==> src/rtl/dmem_arb_pkg.sv <==
// dmem_arb_pkg: shared constants for the data-memory access arbiter.
//   - FSM state encodings (IDLE, ACCESS, RESP)
//   - requester port ids (CPU = port 0, DMA = port 1)
//   - default parking address driven to the memory between accesses
//   - addr_in_range(): full-width range check against the memory depth
package dmem_arb_pkg;

    typedef logic [1:0] state_t;

    localparam state_t ST_IDLE   = 2'd0;
    localparam state_t ST_ACCESS = 2'd1;
    localparam state_t ST_RESP   = 2'd2;

    localparam logic PORT_CPU = 1'b0;
    localparam logic PORT_DMA = 1'b1;

    localparam logic [31:0] DEFAULT_PARK_ADDR = 32'hFFFF_FFFF;

    // Compare the whole 32-bit address; upper bits must never alias into the array.
    function automatic logic addr_in_range(input logic [31:0] addr, input int unsigned depth);
        return ({1'b0, addr} < 33'(depth));
    endfunction

endpackage

==> src/rtl/dmem_arb_pick.sv <==
// dmem_arb_pick: combinational winner selection between the two requesters.
//
// Build option: define DMEM_RR_EN for round-robin on ties (the port that was not
// granted last wins). Without it, port 0 has fixed priority and port 1 may starve.
//
// Ports:
//   req     in   2  request lines, bit 0 = CPU port, bit 1 = DMA port
//   last    in   1  id of the port granted most recently
//   winner  out  1  id of the selected port (meaningful when valid)
//   valid   out  1  at least one request is pending
module dmem_arb_pick
    import dmem_arb_pkg::*;
(
    input  logic [1:0] req,
    input  logic       last,
    output logic       winner,
    output logic       valid
);

`ifdef DMEM_RR_EN
    always_comb begin
        valid  = |req;
        winner = PORT_CPU;
        if (req == 2'b11) begin
            winner = ~last;
        end else if (req[1]) begin
            winner = PORT_DMA;
        end
    end
`else
    // The last-grant pointer only matters for round-robin.
    logic unused_last;
    assign unused_last = last;

    always_comb begin
        valid  = |req;
        winner = PORT_CPU;
        if (!req[0] && req[1]) begin
            winner = PORT_DMA;
        end
    end
`endif

endmodule

==> src/rtl/dmem_access_arbiter.sv <==
// dmem_access_arbiter: shares one 256 x 32 data memory between the CPU load/store
// stage (port 0) and the DMA/loader/debug port (port 1). Each access holds the
// address, data and strobe for MEM_LATENCY cycles, then returns a one-cycle done
// (with read data on reads). Out-of-range addresses never touch the memory and
// complete with err. All outputs are registered.
//
// Build option: DMEM_RR_EN selects round-robin tie-breaking (see dmem_arb_pick).
//
// Parameters:
//   MEM_LATENCY  cycles the strobes are held per access (1..15)
//   DEPTH        number of memory words; addresses >= DEPTH are out of range
//   PARK_ADDR    address driven while idle so every access is an address change
//
// Ports:
//   clk, reset                 clock (rising edge), asynchronous active-high reset
//   rN_req/we/addr/wdata       requester N command, held from req until done
//   rN_gnt                     one-cycle pulse, request accepted
//   rN_done/err                one-cycle pulse, access complete / address out of range
//   rN_rdata                   read data, valid with rN_done on reads
//   mem_address/write_data     to the data memory
//   mem_read/mem_write         memory strobes
//   mem_read_data              from the data memory
module dmem_access_arbiter
    import dmem_arb_pkg::*;
#(
    parameter int unsigned MEM_LATENCY = 2,
    parameter int unsigned DEPTH       = 256,
    parameter logic [31:0] PARK_ADDR   = DEFAULT_PARK_ADDR
) (
    input  logic        clk,
    input  logic        reset,

    input  logic        r0_req,
    input  logic        r0_we,
    input  logic [31:0] r0_addr,
    input  logic [31:0] r0_wdata,
    output logic        r0_gnt,
    output logic        r0_done,
    output logic        r0_err,
    output logic [31:0] r0_rdata,

    input  logic        r1_req,
    input  logic        r1_we,
    input  logic [31:0] r1_addr,
    input  logic [31:0] r1_wdata,
    output logic        r1_gnt,
    output logic        r1_done,
    output logic        r1_err,
    output logic [31:0] r1_rdata,

    output logic [31:0] mem_address,
    output logic [31:0] mem_write_data,
    output logic        mem_read,
    output logic        mem_write,
    input  logic [31:0] mem_read_data
);

    localparam logic [3:0] CNT_INIT = 4'(MEM_LATENCY - 1);

    state_t            state_q, state_d;
    logic [3:0]        cnt_q, cnt_d;
    logic              last_q, last_d;
    logic              win_q, win_d;
    logic              we_q, we_d;
    logic              err_pend_q, err_pend_d;
    logic [1:0]        gnt_q, gnt_d;
    logic [1:0]        done_q, done_d;
    logic [1:0]        err_q, err_d;
    logic [1:0][31:0]  rdata_q, rdata_d;
    logic [31:0]       mem_addr_q, mem_addr_d;
    logic [31:0]       mem_wdata_q, mem_wdata_d;
    logic              mem_rd_q, mem_rd_d;
    logic              mem_wr_q, mem_wr_d;

    logic              pick_win;
    logic              pick_valid;
    logic              sel_we;
    logic [31:0]       sel_addr;
    logic [31:0]       sel_wdata;

    dmem_arb_pick u_pick (
        .req    ({r1_req, r0_req}),
        .last   (last_q),
        .winner (pick_win),
        .valid  (pick_valid)
    );

    assign sel_we    = pick_win ? r1_we    : r0_we;
    assign sel_addr  = pick_win ? r1_addr  : r0_addr;
    assign sel_wdata = pick_win ? r1_wdata : r0_wdata;

    always_comb begin
        state_d     = state_q;
        cnt_d       = cnt_q;
        last_d      = last_q;
        win_d       = win_q;
        we_d        = we_q;
        err_pend_d  = err_pend_q;
        gnt_d       = 2'b00;
        done_d      = 2'b00;
        err_d       = 2'b00;
        rdata_d     = rdata_q;
        mem_addr_d  = mem_addr_q;
        mem_wdata_d = mem_wdata_q;
        mem_rd_d    = mem_rd_q;
        mem_wr_d    = mem_wr_q;

        case (state_q)
            ST_IDLE: begin
                if (pick_valid) begin
                    win_d           = pick_win;
                    last_d          = pick_win;
                    we_d            = sel_we;
                    gnt_d[pick_win] = 1'b1;
                    cnt_d           = CNT_INIT;
                    if (addr_in_range(sel_addr, DEPTH)) begin
                        mem_addr_d = sel_addr;
                        if (sel_we) begin
                            mem_wdata_d = sel_wdata;
                        end
                        mem_rd_d = ~sel_we;
                        mem_wr_d = sel_we;
                        state_d  = ST_ACCESS;
                    end else begin
                        // Memory is never touched; error is reported from RESP.
                        err_pend_d = 1'b1;
                        state_d    = ST_RESP;
                    end
                end
            end

            ST_ACCESS: begin
                if (cnt_q == 4'd0) begin
                    if (!we_q) begin
                        rdata_d[win_q] = mem_read_data;
                    end
                    mem_rd_d      = 1'b0;
                    mem_wr_d      = 1'b0;
                    mem_addr_d    = PARK_ADDR;
                    done_d[win_q] = 1'b1;
                    state_d       = ST_RESP;
                end else begin
                    cnt_d = cnt_q - 4'd1;
                end
            end

            ST_RESP: begin
                // An out-of-range access spends one extra RESP cycle so its done
                // lands one cycle after its grant rather than on top of it.
                if (err_pend_q) begin
                    err_pend_d    = 1'b0;
                    done_d[win_q] = 1'b1;
                    err_d[win_q]  = 1'b1;
                end else begin
                    state_d = ST_IDLE;
                end
            end

            default: begin
                state_d = ST_IDLE;
            end
        endcase
    end

    always_ff @(posedge clk or posedge reset) begin
        if (reset) begin
            state_q     <= ST_IDLE;
            cnt_q       <= 4'd0;
            last_q      <= PORT_DMA;
            win_q       <= PORT_CPU;
            we_q        <= 1'b0;
            err_pend_q  <= 1'b0;
            gnt_q       <= 2'b00;
            done_q      <= 2'b00;
            err_q       <= 2'b00;
            rdata_q     <= '0;
            mem_addr_q  <= PARK_ADDR;
            mem_wdata_q <= 32'd0;
            mem_rd_q    <= 1'b0;
            mem_wr_q    <= 1'b0;
        end else begin
            state_q     <= state_d;
            cnt_q       <= cnt_d;
            last_q      <= last_d;
            win_q       <= win_d;
            we_q        <= we_d;
            err_pend_q  <= err_pend_d;
            gnt_q       <= gnt_d;
            done_q      <= done_d;
            err_q       <= err_d;
            rdata_q     <= rdata_d;
            mem_addr_q  <= mem_addr_d;
            mem_wdata_q <= mem_wdata_d;
            mem_rd_q    <= mem_rd_d;
            mem_wr_q    <= mem_wr_d;
        end
    end

    assign r0_gnt         = gnt_q[0];
    assign r0_done        = done_q[0];
    assign r0_err         = err_q[0];
    assign r0_rdata       = rdata_q[0];
    assign r1_gnt         = gnt_q[1];
    assign r1_done        = done_q[1];
    assign r1_err         = err_q[1];
    assign r1_rdata       = rdata_q[1];
    assign mem_address    = mem_addr_q;
    assign mem_write_data = mem_wdata_q;
    assign mem_read       = mem_rd_q;
    assign mem_write      = mem_wr_q;

endmodule

==> config.mk <==
export PLATFORM = sky130hd
export DESIGN_NAME = dmem_access_arbiter
export DESIGN_NICKNAME = d
export VERILOG_FILES = /design/src/rtl/dmem_arb_pkg.sv /design/src/rtl/dmem_arb_pick.sv /design/src/rtl/dmem_access_arbiter.sv
export SDC_FILE = /design/constraint.sdc
export NUM_CORES = 1
export LEC_CHECK = 0
export CORE_ASPECT_RATIO = 0.8
export CORE_MARGIN = 5
export CORE_UTILIZATION = 45
export CTS_BUF_LIST = sky130_fd_sc_hd__clkbuf_16
export DETAILED_ROUTE_END_ITERATION = 12
export GPL_ROUTABILITY_DRIVEN = 0
export PLACE_DENSITY = 0.86
export SKIP_CTS_REPAIR_TIMING = 1
export SYNTH_ARGS = -nofsm -noshare
export SYNTH_HDL_FRONTEND = slang
export SYNTH_SLANG_ARGS = --single-unit
==> constraint.sdc <==
create_clock -name clk -period 12.8 [get_ports clk]
set_input_delay 2.56 -clock clk [delete_from_list [all_inputs] [get_ports clk]]
set_output_delay 2.56 -clock clk [all_outputs]
set_load 0.03 [all_outputs]
# ---- Word level (Yosys, flattened, before mapping)
# Cells that the tools add are included.
dict set report totals {
  output_inout_bits 136
  wordCells 85
  register_bits 145
}
dict set report op_classes {
  bitwise_logic 2
  add_sub_neg 1
  reduce_logical 16
  magnitude_cmp 5
  mux 39
  eq_ne 8
}
# op count
set op_table {}
lappend op_table {{32-bit 2-to-1 mux} 6}
lappend op_table {{64-bit bitwise mux} 1}
lappend op_table {{32-bit one-hot mux with 2 select lines} 1}
lappend op_table {{32-bit demux with 1-bit select} 1}
lappend op_table {{32-bit by 9-bit < comparator with 1-bit output, second input constant} 1}
lappend op_table {{2-bit 2-to-1 mux} 9}
lappend op_table {{2-bit inequality test, second input constant} 6}
lappend op_table {{3-bit AND reduction} 4}
lappend op_table {{1-bit 2-to-1 mux} 11}
lappend op_table {{4-bit 2-to-1 mux} 2}
lappend op_table {{4-bit one-hot mux with 2 select lines} 1}
lappend op_table {{4-bit AND reduction} 2}
lappend op_table {{1-bit one-hot mux with 2 select lines} 3}
lappend op_table {{2-bit one-hot mux with 3 select lines} 1}
lappend op_table {{4-bit logical NOT} 1}
lappend op_table {{1-bit by 2-bit < comparator with 1-bit output, second input constant} 2}
lappend op_table {{2-bit one-hot mux with 2 select lines} 1}
lappend op_table {{2-bit nonzero test} 2}
lappend op_table {{4-bit by 1-bit subtractor with 4-bit output, second input constant} 1}
lappend op_table {{1-bit logical AND} 3}
lappend op_table {{1-bit demux with 1-bit select} 2}
lappend op_table {{2-bit by 1-bit equality test with 1-bit output, second input constant} 1}
lappend op_table {{2-bit equality test, second input constant} 1}
lappend op_table {{1-bit greater-or-equal comparator, second input constant} 2}
lappend op_table {{5 further kinds} 6}

# ---- Logic depth before layout (Yosys ltp)
dict set report logic_depth {
  ltp_word 9
  mapped_depth 8
}

# ---- Hierarchy
# A second synthesis with hierarchy kept.
dict set report unflattened {
  cells_unflattened 467
  area_unflattened_um2 6331.1
}
# module instances seq_area_each_um2 cells_per_inst area_per_inst_um2
set by_module_without_submodules {}
lappend by_module_without_submodules {dmem_access_arbiter 1 3694.8 465 6318.6}
lappend by_module_without_submodules {dmem_arb_pick 1 0.0 2 12.5}

# ---- Worst setup path after synthesis
# Ideal clock, no wire load.
dict set report synth_timing {
  path_kind {input -> register}
  start {input port r0_addr[24]}
  end {register mem_wdata_q[0] (netlist: mem_write_data[0])}
  arrival_ns 3.903
  path_slack_ns 8.772
  required_time_ns 12.675
  setup_time_ns 0.125
  cell_stages 6
  cell_sequence {nor4_1 -> nand4_2 -> o22ai_4 -> nand3_4 -> buf_6 -> mux2_4}
}
dict set report synth_via {
  elab_chain_len 3
}
# item line_no
set synth_rtl {}
lappend synth_rtl {{start: declaration} dmem_access_arbiter.sv:35} ;# input logic [31:0] r0_addr,
lappend synth_rtl {{32-bit 2-to-1 mux} dmem_access_arbiter.sv:89} ;# assign sel_addr = pick_win ? r1_addr : r0_addr;
lappend synth_rtl {{32-bit by 9-bit < comparator with 1-bit output} dmem_arb_pkg.sv:21} ;# return ({1'b0, addr} < 33'(depth));
lappend synth_rtl {{4-bit AND reduction (no line)} n/a}
lappend synth_rtl {{end signal: assignment} dmem_access_arbiter.sv:193} ;# mem_wdata_q <= mem_wdata_d;
lappend synth_rtl {{end: declaration} dmem_access_arbiter.sv:71} ;# logic [31:0] mem_wdata_q, mem_wdata_d;
# No other way between the ends.
# A chain may end at the register's enable or synchronous reset.

# ---- Worst setup path in the final report
dict set report layout_timing {
  start {input port r0_req}
  end {register mem_wdata_q[13] (netlist: mem_write_data[13])}
}
dict set report layout_via {
  elab_chain_len 6
}
# item line_no
set layout_rtl {}
lappend layout_rtl {{start: declaration} dmem_access_arbiter.sv:33} ;# input logic r0_req,
lappend layout_rtl {{1-bit logical NOT} dmem_arb_pick.sv:38} ;# if (!req[0] && req[1]) begin
lappend layout_rtl {{1-bit logical AND} dmem_arb_pick.sv:38}
lappend layout_rtl {{1-bit 2-to-1 mux} dmem_arb_pick.sv:38}
lappend layout_rtl {{32-bit 2-to-1 mux} dmem_access_arbiter.sv:89}
lappend layout_rtl {{32-bit by 9-bit < comparator with 1-bit output} dmem_arb_pkg.sv:21}
lappend layout_rtl {{4-bit AND reduction (no line)} n/a}
# Several ways; a longest one is shown, not always the timed one.

==> flow_metrics.tcl <==
set metrics [dict create \
    place_area_um2 9740 \
    async_flop_share 1.00 \
    hold_depth 1 \
    finalSetupTns_ns 0 \
    p_leak_nw 4.63 \
    min_period_ns 5.61 \
    finish.instance_area_um2 10400 \
    yosysWarnings 0 \
    synth_top_area_cell "dfrtp_1" \
    io_pins 302 \
    io_buffers 301 \
    hold_viol 0 \
    worst_slew_pin_slew_ns 0.990 \
    cp_max_fo 44 \
    cts_htree_levels 4 \
    clk_pin_slew_ns 0.06 \
    status "complete, no violations" \
    power_density_nw_per_um2 126 \
    drt_iter0_drc 336 \
    num_vias 5448 \
    fin_worst_skew_ns 0.0115 \
    synth_flop_cell "dfrtp_1" \
    crit-reg2reg-launch "state_q[1]" \
    synth_area_um2 6640 \
    synth-seq-cells 145 \
    drtAntennaViolNets 0 \
    start_util 0.461 \
    r2r_slack_ns 9.99 \
    syn-num-nets 736 \
    die_h_um 119 \
    utilization 0.719 \
    fin_ws_ns 7.19 \
    synth_top_area_share 0.426 \
    cap_violations 0 \
    cts.sinks 145 \
    grt_pass1_wl_um 31900 \
    setup_viol 0 \
    synth_edf_count 0 \
    dp_slack_ns 6.80 \
    grt_use_total 0.233 \
    end_kind "register" \
    drt_pre_antenna_iters 5 \
    cts.path.max_buffers 2 \
    hpwlAfterDp_um 15200 \
    synth.distinct_cells 40 \
    drive_above_1_share 0.210 \
    worst_setup_path_start_kind "input port" \
    chipWidth_um 146 \
    num-nets-final 1029 \
    worstSetupPathType "in2reg" \
    grt_max_degree 80 \
    slew_headroom 0.337 \
    ir_worst_vdd_mv 0.0953 \
    yosys-top-cells-count "dfrtp_1 (113), nand2_1 (113), mux2_2 (75), nor2_1 (41), dfstp_2 (32)" \
    r2r_cells 6 \
    avgSynthCellArea_um2 11.8 \
    routedWlPerCell_um 19.4 \
    min_path_type "reg2reg" \
    synth_area_leaders "dfrtp_1 (43%), mux2_2 (13%), dfstp_2 (13%)" \
    r2r-end "mem_read" \
    fin_crit_sh 0.438 \
    coreArea_um2 14400 \
    rows 39 \
    overflow 0 \
    holdWs_ns 0.489 \
    fmax_mhz 178 \
    rsz0062_at_grt "false" \
    vias_per_cell 5.16 \
    slew_viol_final 0 \
    drc 0 \
    p_total_mw 1.31 \
    instances_no_fill 1055 \
    synthToLayoutAreaGrowth_pct 55.9 \
    critPathRequiredTime_ns 13.08 \
    clock_latency_ns 0.41 \
    placed_cells 1023 \
    yosysSeqAreaShare 0.552 \
    routed_wl_um 20500 \
    grt_pass1_vias 5618 \
    numCtsBuffers 17 \
    startpoint "r0_req" \
    antenna_cells 0 \
    antenna_found_initial 0 \
    die_area_um2 17300 \
    clock-root-buffer "clkbuf_16" \
    syn_inst 565 \
    cts_tree "yes" \
    cp-endpoint "mem_write_data[13]" \
    cp.arrival_ns 5.89 \
]
==> layer usage <==
layer  part of all wire  up-vias  track usage
met3              0.069       30       0.0666
li1                   -     2529            -
met2               0.50      211        0.393
met5                  0        -            0
met1               0.42     2678        0.297
met4              0.015        0       0.0575
==> power by group <==
part	switching [mW]	internal, mW
Sequential	0.0219	0.497
Combinational	0.149	0.130
Clock	0.201	0.310
Total	0.371	0.937
==> worst max-delay path, stage by stage <==
cell	delay, ns
clkdlybuf4s50_1	0.58
nand2b_2	0.80
nand4_2	0.21
o22ai_4	0.59
nand3_4	0.60
mux2_4	0.51
==> registers in the layout (all words and copies together) (netlist names) <==
register / cells
cnt_q: 4
we_q: 1
gnt_q: 2
r1_rdata: 32
mem_write_data: 32
win_q: 1
mem_read: 1
state_q: 2
err_q: 2
mem_address: 32
err_pend_q: 1
r0_rdata: 32
mem_write: 1
done_q: 2
==> area by class of cell <==
cell class / instances / area [µm²]
fill: 1013 / 4040
inverter: 8 / 35.0
clock buffer: 17 / 425
tap: 184 / 230
timing repair buffer: 306 / 3050
clock inverter: 15 / 184
sequential: 145 / 3670
multi-input combinational: 380 / 2760
==> cells in the final DEF (no fill, tap or decap), types with 8 or more instances in the layout <==
cell / synthesis / final
mux2_4: 30 / 30
nand2_1: 113 / 113
inv_1: 8 / 9
mux2_2: 75 / 75
dfrtp_1: 113 / 113
nand2b_1: 13 / 12
clkbuf_16: 0 / 17
mux2i_1: 11 / 11
nor4_1: 13 / 13
or4_1: 9 / 9
a21oi_1: 27 / 27
o22ai_1: 8 / 8
nor2_1: 41 / 41
dfstp_2: 32 / 32
clkdlybuf4s50_1: 0 / 301
==> cells by family after synthesis <==
kind of cell / share of synthesized area
DFF: 0.552
AOI/OAI and AO/OA: 0.0465
muxes: 0.213
and+or+nand+nor: 0.145
buffers and inverters: 0.0337
adders and majority gates: 0.00942
==> how the worst min path moves through the flow <==
stage                 startpoint      endpoint  slack (ns)
CTS                 r0_rdata[12]  r0_rdata[12]        0.49
global route        r1_rdata[31]  r1_rdata[31]        0.51
global placement    r0_rdata[12]  r0_rdata[12]        0.47
detailed placement  r0_rdata[12]  r0_rdata[12]        0.47
floorplan             state_q[0]    state_q[0]        0.48
finish              r0_rdata[12]  r0_rdata[12]        0.49
(Power assumes the default switching activity.)
